[config.mk]
export PLATFORM = sky130hd
export DESIGN_NAME = hazard_ctrl
export DESIGN_NICKNAME = d
export VERILOG_FILES = /design/src/rtl/hazard_pkg.sv /design/src/rtl/div_seq.sv /design/src/rtl/hazard_ctrl.sv
export SDC_FILE = /design/constraint.sdc
export NUM_CORES = 1
export LEC_CHECK = 0
export BUFFER_PORTS_ARGS = -buffer_cell sky130_fd_sc_hd__buf_2
export CELL_PAD_IN_SITES_DETAIL_PLACEMENT = 1
export CELL_PAD_IN_SITES_GLOBAL_PLACEMENT = 1
export CORE_MARGIN = 2
export CORE_UTILIZATION = 32
export DETAILED_ROUTE_END_ITERATION = 12
export GPL_TIMING_DRIVEN = 0
export HOLD_SLACK_MARGIN = 0.06
export PLACE_DENSITY = 0.85
export SYNTH_ARGS = -nofsm -noshare
export SYNTH_HDL_FRONTEND = slang
export SYNTH_HIERARCHICAL = 1
export SYNTH_SLANG_ARGS = --single-unit
[constraint.sdc]
create_clock -name clk -period 4.95 [get_ports clk]
set_input_delay 0.2475 -clock clk [delete_from_list [all_inputs] [get_ports clk]]
set_output_delay 0.2475 -clock clk [all_outputs]
set_load 0.02 [all_outputs]
[src/rtl/hazard_pkg.sv]
// Shared hazard-unit types: forwarding-select encoding and divider sequencer states.
// Also used by the E-stage operand muxes, so keep the FWD_* encodings stable.
package hazard_pkg;

    typedef enum logic [1:0] {
        FWD_RD = 2'b00,
        FWD_W  = 2'b01,
        FWD_M  = 2'b10
    } fwd_sel_e;

    typedef enum logic [1:0] {
        DIV_IDLE = 2'b00,
        DIV_BUSY = 2'b01,
        DIV_DONE = 2'b10
    } div_state_e;

    localparam int unsigned CNT_W = 6;

    // Memory stage wins over Writeback because it holds the younger value.
    function automatic fwd_sel_e fwd_select(input logic       regwrite_m,
                                            input logic [4:0] rd_m,
                                            input logic       regwrite_w,
                                            input logic [4:0] rd_w,
                                            input logic [4:0] rs);
        if (regwrite_m && (rd_m != 5'd0) && (rd_m == rs)) begin
            return FWD_M;
        end else if (regwrite_w && (rd_w != 5'd0) && (rd_w == rs)) begin
            return FWD_W;
        end
        return FWD_RD;
    endfunction

endpackage

[src/rtl/div_seq.sv]
// Iterative-divider sequencer: IDLE -> BUSY (DIV_CYCLES cycles) -> DONE -> IDLE.
// busy_o covers the start cycle plus BUSY; done_o is a one-cycle result-valid pulse.
module div_seq
    import hazard_pkg::*;
#(
    parameter int unsigned DIV_CYCLES = 32
) (
    input  logic clk,
    input  logic rst,
    input  logic start_i,
    output logic busy_o,
    output logic done_o
);

    localparam logic [CNT_W-1:0] CntLoad = CNT_W'(DIV_CYCLES - 1);

    div_state_e       state_q, state_d;
    logic [CNT_W-1:0] cnt_q, cnt_d;

    always_ff @(posedge clk) begin
        if (rst) begin
            state_q <= DIV_IDLE;
            cnt_q   <= '0;
        end else begin
            state_q <= state_d;
            cnt_q   <= cnt_d;
        end
    end

    always_comb begin
        state_d = state_q;
        cnt_d   = cnt_q;
        busy_o  = 1'b0;
        done_o  = 1'b0;
        unique case (state_q)
            DIV_IDLE: begin
                if (start_i) begin
                    state_d = DIV_BUSY;
                    cnt_d   = CntLoad;
                    busy_o  = 1'b1;
                end
            end
            DIV_BUSY: begin
                busy_o = 1'b1;
                if (cnt_q == '0) begin
                    state_d = DIV_DONE;
                end else begin
                    cnt_d = cnt_q - 1'b1;
                end
            end
            DIV_DONE: begin
                // start_i is deliberately ignored here; a new divide enters from IDLE.
                done_o  = 1'b1;
                state_d = DIV_IDLE;
            end
            default: state_d = DIV_IDLE;
        endcase
        if (rst) begin
            busy_o = 1'b0;
            done_o = 1'b0;
        end
    end

endmodule

[src/rtl/hazard_ctrl.sv]
// Pipeline hazard unit: operand forwarding, load-use stall, branch flush, divider stall.
// Define HAZARD_PERF_CNT_EN to add stallcnt/flushcnt performance counters.
module hazard_ctrl
    import hazard_pkg::*;
#(
    parameter int unsigned DIV_CYCLES = 32
) (
    input  logic       clk,
    input  logic       rst,
    input  logic [4:0] rs1D,
    input  logic [4:0] rs2D,
    input  logic [4:0] rs1E,
    input  logic [4:0] rs2E,
    input  logic [4:0] rdE,
    input  logic [4:0] rdM,
    input  logic [4:0] rdW,
    input  logic       regwriteM,
    input  logic       regwriteW,
    input  logic       loadE,
    input  logic       pcsrcE,
    input  logic       divstartE,
    output logic [1:0] forwardaE,
    output logic [1:0] forwardbE,
    output logic       stallF,
    output logic       stallD,
    output logic       stallE,
    output logic       flushD,
    output logic       flushE,
    output logic       divbusy,
    output logic       divdoneE
`ifdef HAZARD_PERF_CNT_EN
    ,
    output logic [31:0] stallcnt,
    output logic [31:0] flushcnt
`endif
);

    fwd_sel_e fwd_a, fwd_b;
    logic     lwstall;
    logic     div_busy;
    logic     div_done;

    div_seq #(
        .DIV_CYCLES(DIV_CYCLES)
    ) u_div_seq (
        .clk    (clk),
        .rst    (rst),
        .start_i(divstartE),
        .busy_o (div_busy),
        .done_o (div_done)
    );

    always_comb begin
        fwd_a = fwd_select(regwriteM, rdM, regwriteW, rdW, rs1E);
        fwd_b = fwd_select(regwriteM, rdM, regwriteW, rdW, rs2E);
        if (rst) begin
            fwd_a = FWD_RD;
            fwd_b = FWD_RD;
        end
    end

    assign forwardaE = fwd_a;
    assign forwardbE = fwd_b;
    assign lwstall   = loadE && (rdE != 5'd0) && ((rdE == rs1D) || (rdE == rs2D));
    assign divbusy   = div_busy;
    assign divdoneE  = div_done;

    // Divider activity freezes the front end and masks branch/load hazards entirely.
    always_comb begin
        stallF = 1'b0;
        stallD = 1'b0;
        stallE = 1'b0;
        flushD = 1'b0;
        flushE = 1'b0;
        if (!rst) begin
            if (div_busy) begin
                stallF = 1'b1;
                stallD = 1'b1;
                stallE = 1'b1;
            end else if (pcsrcE) begin
                flushD = 1'b1;
                flushE = 1'b1;
            end else if (lwstall) begin
                stallF = 1'b1;
                stallD = 1'b1;
                flushE = 1'b1;
            end
        end
    end

`ifdef HAZARD_PERF_CNT_EN
    logic [31:0] stallcnt_q, stallcnt_d;
    logic [31:0] flushcnt_q, flushcnt_d;

    always_comb begin
        stallcnt_d = stallcnt_q + {31'b0, stallF};
        flushcnt_d = flushcnt_q + {31'b0, flushE};
    end

    always_ff @(posedge clk) begin
        if (rst) begin
            stallcnt_q <= '0;
            flushcnt_q <= '0;
        end else begin
            stallcnt_q <= stallcnt_d;
            flushcnt_q <= flushcnt_d;
        end
    end

    assign stallcnt = stallcnt_q;
    assign flushcnt = flushcnt_q;
`endif

endmodule

Yosys cells after proc, flatten, opt, wreduce, memory -nomap -nowiden
Index checks and enable logic that the tools add are counted.
{"block": "word_totals", "reg_bits": 8, "ram_bits": 0, "n_memories": 0, "rom_bits": 0, "inputBits": 42, "elab_cells": 66, "latchBits": 0, "output_inout_bits": 11}
{"block": "classes", "n_reduce_logical": 17, "n_eq_ne": 11, "div_mod_pow": 0, "n_lt_le_gt_ge": 0, "addsub": 1, "muxes": 35, "shifts": 0, "bitwise_logic": 0, "multipliers": 0}
{"cell": "5-bit equality test", "n": 6}
{"cell": "1-bit 2-to-1 mux", "n": 20}
{"cell": "2-bit 2-to-1 mux", "n": 10}
{"cell": "5-bit nonzero test", "n": 3}
{"cell": "6-bit 2-to-1 mux", "n": 2}
{"cell": "6-bit case mux with 2 select lines", "n": 1}
{"cell": "1-bit logical AND", "n": 8}
{"cell": "6-bit logical NOT", "n": 1}
{"cell": "6-bit by 1-bit subtractor with 6-bit output (second input constant)", "n": 1}
{"cell": "2-bit != test (second input constant)", "n": 2}
{"cell": "2-bit case mux with 2 select lines", "n": 1}
{"cell": "3-bit AND reduction", "n": 1}
{"cell": "2-bit by 1-bit equality test with 1-bit output (second input constant)", "n": 1}
{"cell": "2-bit equality test (second input constant)", "n": 1}
{"cell": "2-bit logical NOT", "n": 1}
{"cell": "2-bit by 1-bit != test with 1-bit output (second input constant)", "n": 1}
{"cell": "1-bit case mux with 2 select lines", "n": 1}
{"cell": "2-bit AND reduction", "n": 1}
{"cell": "2-bit nonzero test", "n": 1}
{"cell": "1-bit logical OR", "n": 1}

Depth between registers and ports, before layout
Gate-level depths: netlist (run 1).
{"block": "depth", "word_depth": 7, "depth_mapped": 6, "mapped_depth_nobuf": 5}

By module
The synthesis (run 1) kept the hierarchy.
{"mod": "div_seq", "seq_area_each_um2": 160.2, "cells_each": 53, "area_per_inst_um2": 471.7, "instances": 1}
{"mod": "hazard_ctrl", "seq_area_each_um2": 0.0, "cells_each": 63, "area_per_inst_um2": 462.9, "instances": 1}

Worst setup path before layout (run 1)
OpenSTA, ideal clock, no wires.
{"block": "synth_timing", "kind": "register -> output", "startpoint": "register u_div_seq.state_q[0]", "endpoint": "output port stallF", "t_arrival_ns": 1.908, "t_required_ns": 4.703, "stages_incl_launch_ff": 6, "setup_slack_ns": 2.794, "path_buffers": 1, "path_cell_list": "dfxtp_1 -> o21bai_1 -> nor2_1 -> nor2b_1 -> o21bai_1 -> buf_4"}
{"block": "synth_via", "elab_chain_cells": 5, "word_cells_on_any_way": 6, "classes_between": "1 x eq/ne; 4 x mux; 1 x reduce/logical"}
{"item": "start, declared", "line_no": "div_seq.sv:17", "text": "div_state_e state_q, state_d;"}
{"item": "start signal, assigned", "line_no": "div_seq.sv:25", "text": "state_q <= state_d;"}
{"item": "2-bit by 1-bit equality test with 1-bit output / 2-bit logical NOT (equally long branches)", "line_no": "div_seq.sv:35", "text": "unique case (state_q)"}
{"item": "1-bit case mux with 2 select lines *", "line_no": "div_seq.sv:35"}
{"item": "1-bit 2-to-1 mux *", "line_no": "div_seq.sv:58", "text": "if (rst) begin"}
{"item": "named net divbusy", "line_no": "hazard_ctrl.sv:29", "text": "output logic divbusy,"}
{"item": "1-bit 2-to-1 mux * (2 in series)"}
{"item": "end, declared", "line_no": "hazard_ctrl.sv:24", "text": "output logic stallF,"}
The timed path passes the listed nets; every way through them passes the cells marked *.

Worst setup path in the final report (run 1)
{"block": "layout_timing", "startpoint": "register u_div_seq.state_q[0]", "endpoint": "output port stallF"}
{"block": "layout_via", "elab_chain_cells": 5, "word_cells_on_any_way": 6, "classes_between": "1 x eq/ne; 4 x mux; 1 x reduce/logical"}
{"item": "2-bit by 1-bit equality test with 1-bit output / 2-bit logical NOT (equally long branches)", "line_no": "div_seq.sv:35"}
{"item": "1-bit case mux with 2 select lines *", "line_no": "div_seq.sv:35"}
{"item": "1-bit 2-to-1 mux *", "line_no": "div_seq.sv:58"}
{"item": "1-bit 2-to-1 mux *", "line_no": "hazard_ctrl.sv:76", "text": "if (div_busy) begin"}
{"item": "1-bit 2-to-1 mux *", "line_no": "hazard_ctrl.sv:75", "text": "if (!rst) begin"}
Every way passes the cells marked *; elsewhere a longest branch is shown, timed or not.

==> reports/metrics.cfg, run 1 <==
[drt]
vias = 1095
post_drt_wl_per_cell_microns = 14.99
first_pass_iters = 4
vias_per_cell = 5.421
wl_microns = 3028
ant_nets = 0
drc = 0
drtIter0Drc = 17

[clock_network]
clock_path_buffers = 2
postCtsSetupBuffers = 0
ctsRootBufferMaster = clkbuf_4
insertion_delay_ns = 0.26
numCtsBuffers = 3
numClockSinks = 8
cts_resized = 0
h-tree-depth = 1
cts_tree = yes
holdBufCountCts = 0
clkSlewWorstSetupHoldPaths_ns = 0.06

[outcome]
outcome = finished clean

[placed_design]
port_buffers = 52
dp_slack_ns = 3.027
gp_congestion = 0.7803
post-dp-hpwl_microns = 2691

[timing]
holdWs_ns = 0.3977
hold_viol = 0
max_slew.worst_pin.slew_ns = 0.8262
min_period_ns = 2.079
finalSetupTns_ns = 0
slew_headroom_pct = 44.50
worst_slack_ns = 2.871
clock.fmax_mhz = 481.1
setup_viol = 0
grt_setup_unrepaired = no
maxSlewViolCount = 0
fin_skew_ns = 0.001386
period_share_pct = 41.99

[worst_setup_path]
start_kind = flip-flop
crit_path_end_kind = output port
path_class = reg2out
rrSetupSlack_ns = 3.11
crit_start = u_div_seq/state_q[0]
critPathMaxFanout = 9
required_ns = 4.70
arrival_ns = 1.83
reg2reg_from = u_div_seq/cnt_q[0]

[grt]
grt.overflow.total = 0
grt_usage_pct = 18.70
grt_pass1_vias = 1177
grt_pass1_wl_microns = 4926
grt_max_degree = 11
antenna_found_initial = 0

[synthesis]
yosys_warnings = 6
synth_area_sq_um = 934.6
syn_nets = 160
synthArstFlopShare_pct = 0
synth_seq_cells = 8
yosys-top-cells-area = dfxtp_1, xor2_1, xnor2_1, or4_1, nor3_1
synth_ff_type = dfxtp_1
yosysTopAreaCellShare_pct = 17.14
synth_edf_count = 0
synth_cells = 116
synth_seq_area_share_pct = 17.14
avgSynthCellArea_sq_um = 8.057
synth_largest_area_cell = dfxtp_1
yosysUniqueCellTypes = 43

[floorplan]
die_area_sq_mm = 0.003369
io_pins = 53
core_area_sq_mm = 0.002758
initial_core_util_pct = 33.89
die_w_microns = 58.05
num_rows = 19
die_h_microns = 58.05

[pwr]
total_leakage_power_nw = 0.5610
p_switching_mw = 0.09973
cellPowerDensity_mw_per_mm2 = 200.8
swShare_pct = 39.54
power_mw = 0.2522
clkPwrFrac_pct = 21.1
intPower_mw = 0.1525
seq_power_share_pct = 33.5
ir_drop_mv = 0.09359
pwr-share-comb_pct = 45.4

[final_layout]
fin_nets = 217
antennaDiodeCount = 0
syn_to_final_growth_pct = 34.40
drive_gt1_share_pct = 36.26

[job]
maxCapViolCount = 0

[worst_hold_path]
hold_path.class = in2reg
min-delay-start = rst

-- path summary, 6_finish.rpt --
kind | end | depth (start not counted)
setup / recovery | stallF | 6
hold / removal | u_div_seq/cnt_q[5] | 3
setup reg to reg | u_div_seq/cnt_q[4] | 5
hold reg to reg | u_div_seq/cnt_q[5] | 2
-- registers in the layout (all words and copies together) (netlist names) --
signal,count
u_div_seq/state_q,2
u_div_seq/cnt_q,6
-- cell usage in the layout, fill, tap and decap left out, types with 2 or more instances in the layout --
cell	n
or4_1	5
buf_2	52
nor2b_1	3
inv_1	4
clkbuf_1	2
nand2_1	5
ha_1	2
o21ai_0	4
clkbuf_4	3
nor3_1	7
dfxtp_1	8
nor4_1	3
a211oi_1	2
nor2_1	5
a31oi_1	3
xor2_1	18
or3b_2	2
xnor2_1	12
o21bai_1	3
nand3_1	3
-- cells by family after synthesis --
family,count (synthesis),synth area share [%]
xor+xnor,30,28.11
flops,8,17.13
buf+inv,7,3.213
fa+ha+maj,2,2.677
mux,1,1.071
compound gates,23,17.54
simple gates,45,30.26
-- critical path, stage by stage (launching register included) --
cell      delay (ns)
dfxtp_1         0.50
o21bai_1        0.22
nor2_1          0.24
nor2b_1         0.19
o21bai_1        0.15
buf_4           0.13
buf_2           0.15
-- stage by stage --
step                      util [%]  cell area (sq um)  cells
after global routing         45.55               1256    202
after global placement       44.74               1234    199
after floorplan                  -              934.6    116
final                        45.55               1256    202
after detailed placement     44.74               1234    199
after CTS                    45.55               1256    202
-- metal layers --
metal / vias to the layer above / part of all wire, % / routed length, microns / GRT usage (%)
li1: 539 / - / - / -
met1: 519 / 37 / 1111 / 19.92
met2: 31 / 57 / 1731 / 36.85
met3: 6 / 4.1 / 124 / 2.009
met4: 0 / 2.0 / 61 / 7.309
met5: - / 0 / 0 / 0
-- final cells by class --
| cell class | count | area [sq um] |
|---|---|---|
| Timing Repair Buffer | 52 | 260.3 |
| Tap cell | 31 | 38.79 |
| Multi-Input combinational cell | 101 | 744.5 |
| Buffer | 3 | 15.01 |
| Inverter | 4 | 15.01 |
| Clock buffer | 3 | 22.52 |
| Sequential cell | 8 | 160.2 |
| Fill cell | 374 | 1501 |
-- power by group through the flow --
stage / logic (mW) / registers (mW) / clock network, mW
6_report: 0.115 / 0.0845 / 0.0532
5_1_grt: 0.126 / 0.0855 / 0.0584
4_1_cts: 0.115 / 0.0839 / 0.0553
3_5_place_dp: 0.115 / 0.0853 / 0
3_3_place_gp: 0.108 / 0.0841 / 0
2_1_floorplan: 0.0701 / 0.0814 / 0
-- synthesized netlist by cell type, types with 3 or more instances --
cell type and number:
xor2_1 18, xnor2_1 12, dfxtp_1 8, nor3_1 7, nand2_1 5, nor2_1 5, or4_1 5, inv_1 4
o21ai_0 4, a31oi_1 3, nand3_1 3, nor2b_1 3, nor4_1 3, o21bai_1 3
(Power assumes the default switching activity.)
==> inputs of run 2 (changes only) <==
--- a/config.mk
+++ b/config.mk
@@ -9,11 +9,11 @@
 export CELL_PAD_IN_SITES_DETAIL_PLACEMENT = 1
 export CELL_PAD_IN_SITES_GLOBAL_PLACEMENT = 1
 export CORE_MARGIN = 2
-export CORE_UTILIZATION = 32
+export CORE_UTILIZATION = 30
 export DETAILED_ROUTE_END_ITERATION = 12
 export GPL_TIMING_DRIVEN = 0
 export HOLD_SLACK_MARGIN = 0.06
-export PLACE_DENSITY = 0.85
+export PLACE_DENSITY = 0.8
 export SYNTH_ARGS = -nofsm -noshare
 export SYNTH_HDL_FRONTEND = slang
 export SYNTH_HIERARCHICAL = 1
==> constraint.sdc (replaced) <==
create_clock -name clk -period 2 [get_ports clk]
set_input_delay 0.1 -clock clk [delete_from_list [all_inputs] [get_ports clk]]
set_output_delay 0.1 -clock clk [all_outputs]
set_load 0.02 [all_outputs]
==> run 2 against run 1 <==
  * Clock skew up 0.0020 ns
  * Critical path depth unchanged
  * Critical path type unchanged
  * Largest cell class unchanged
  * Global-route usage down 0.49 points
  * Sequential power up 150%
  * Combinational power up 150%
  * Largest power group unchanged
  * Sequential share of layout area about the same
  * Cell area up 0.90%
  * Die area up 6.2%
  * Critical endpoint unchanged
==> reports/metrics.cfg, run 2 (synthesis gave the netlist of run 1 again) <==
[outcome]
outcome = finished clean  ; unchanged

[timing]
min_period_ns = 1.884
maxSlewViolCount = 0  ; unchanged
hold_viol = 0  ; unchanged
slew_headroom_pct = 66.80  ; was 44.50%
clock.fmax_mhz = 530.9
period_share_pct = 94.18
max_slew.worst_pin.slew_ns = 0.4952  ; was 0.8262 ns
fin_skew_ns = 0.003364  ; was 0.001386 ns
setup_viol = 0  ; unchanged
finalSetupTns_ns = 0  ; unchanged
grt_setup_unrepaired = no  ; unchanged
worst_slack_ns = 0.1163  ; was 2.871 ns

[final_layout]
largest_reg_flops = 6  ; unchanged
final_cell_mix = buf_2, xor2_1, xnor2_1, dfxtp_1, nor3_1  ; unchanged
antennaDiodeCount = 0  ; unchanged
largest-register = u_div_seq/cnt_q  ; unchanged
final_common_cell = buf_2  ; unchanged
fin_nets = 217  ; unchanged
finalInstanceArea_sq_mm = 0.001267  ; was 0.001256 sq mm
drive_gt1_share_pct = 38.01  ; was 36.26%
syn_to_final_growth_pct = 35.61  ; was 34.40%
top_regs = u_div_seq/cnt_q x6, u_div_seq/state_q x2  ; unchanged
n_fill_cell = 394  ; was 374

[worst_setup_path]
crit_path_end_kind = output port  ; unchanged
timing.rr.end = u_div_seq/cnt_q[4]  ; unchanged
start_kind = flip-flop  ; unchanged
crit_start = u_div_seq/state_q[0]  ; unchanged
required_ns = 1.90  ; was 4.70 ns
arrival_ns = 1.78  ; was 1.83 ns
path_class = reg2out  ; unchanged
rr_worst_depth = 5  ; unchanged
rrSetupSlack_ns = 0.18  ; was 3.11 ns
critPathMaxFanout = 9  ; unchanged
reg2reg_from = u_div_seq/cnt_q[0]  ; unchanged

[placed_design]
dp_slack_ns = 0.1887  ; was 3.027 ns
gp_congestion = 0.8272  ; was 0.7803
port_buffers = 52  ; unchanged
dpl_cell_area_sq_mm = 0.001239  ; was 0.001234 sq mm
post-dp-hpwl_microns = 2629  ; was 2691 microns

[worst_hold_path]
holdPathEnd = u_div_seq/cnt_q[5]  ; unchanged
hold_path.class = in2reg  ; unchanged
min-delay-start = rst  ; unchanged
holdPathStages = 3  ; unchanged

[drt]
post_drt_wl_per_cell_microns = 15.13  ; was 14.99 microns
drtIter0Drc = 22  ; was 17
vias_per_cell = 5.373  ; was 5.421
ant_nets = 0  ; unchanged
wl_microns = 3087  ; was 3028 microns
vias = 1096  ; was 1095
first_pass_iters = 4  ; unchanged
drc = 0  ; unchanged

[clock_network]
clkSlewWorstSetupHoldPaths_ns = 0.06  ; about the same
numClockSinks = 8  ; unchanged
postCtsSetupBuffers = 0  ; unchanged
clock_path_buffers = 2  ; unchanged
cts_tree = yes  ; unchanged
h-tree-depth = 1  ; unchanged
numCtsBuffers = 3  ; unchanged
insertion_delay_ns = 0.26  ; about the same
ctsRootBufferMaster = clkbuf_4  ; unchanged

[pwr]
cellPowerDensity_mw_per_mm2 = 496.0  ; was 200.8 mW/mm^2
ir_drop_mv = 0.1658  ; was 0.09359 mV
total_leakage_power_nw = 0.5632  ; was 0.5610 nW
power_mw = 0.6286  ; was 0.2522 mW

[floorplan]
io_pins = 53  ; unchanged
die_area_sq_mm = 0.003578  ; was 0.003369 sq mm
die_h_microns = 59.82  ; was 58.05 microns
num_rows = 20  ; was 19
die_w_microns = 59.82  ; was 58.05 microns
core_area_sq_mm = 0.003003  ; was 0.002758 sq mm
initial_core_util_pct = 31.12  ; was 33.89%

[grt]
grt_usage_pct = 18.21  ; was 18.70%
antenna_found_initial = 0  ; unchanged
grt_pass1_vias = 1165  ; was 1177
grt.overflow.total = 0  ; unchanged
grt_max_degree = 11  ; unchanged
grt_pass1_wl_microns = 4961  ; was 4926 microns

[job]
maxCapViolCount = 0  ; unchanged

[run 2: cell counts in the layout (fill, tap and decap cells not counted)]
No cell type changed its count.
[run 2: power breakdown]
part	total, mW	internal, mW	switching, mW
combinational	0.286	0.130	0.156
sequential	0.209	0.180	0.0286
clock	0.134	0.0693	0.0643
total	0.629	0.379	0.249
[run 2: what timing repair did]
action,CTS,global route
gates resized for setup,0,2
hold buffers,0,0
endpoints found under the setup margin,0,2
[run 2: layout make-up]
type | count | area [sq um] | area share [%]
Multi-Input combinational cell | 101 | 752.0 | 59.33
Buffer | 3 | 15.01 | 1.185
Sequential cell | 8 | 161.4 | 12.73
Clock buffer | 3 | 22.52 | 1.777
Inverter | 4 | 15.01 | 1.185
Timing Repair Buffer | 52 | 260.3 | 20.53
Tap cell | 33 | 41.29 | 3.258
[run 2: routing by layer]
metal	global-route usage, %	share of wire [%]	up-vias
met3	2.814	4.1	6
li1	-	-	543
met1	20.73	41	513
met5	0	0	-
met4	7.302	1.6	0
met2	33.39	53	34
[run 2: how the worst max path moves through the flow]
stage | to | slack, ns
floorplan | stallF | 0.08
global placement | u_div_seq/cnt_q[4] | 0.23
detailed placement | u_div_seq/cnt_q[4] | 0.19
CTS | stallF | 0.06
global route | stallF | 0.01
finish | stallF | 0.12
[run 2: stage by stage]
stage               utilization (%)  hold slack, ns  cells
floorplan                         -          0.2495    116
finish                        42.21          0.2879    204
CTS                           42.00          0.2755    204
global route                  42.21          0.3043    204
global placement              41.25          0.4945    201
detailed placement            41.25          0.5228    201
[run 2: critical path, cell delays in order, from the launching register on]
cell and delay, ns:
dfxtp_2 0.36, o21bai_1 0.37, nor2_1 0.14, nor2b_2 0.18, o21bai_1 0.17, buf_4 0.14, buf_2 0.15
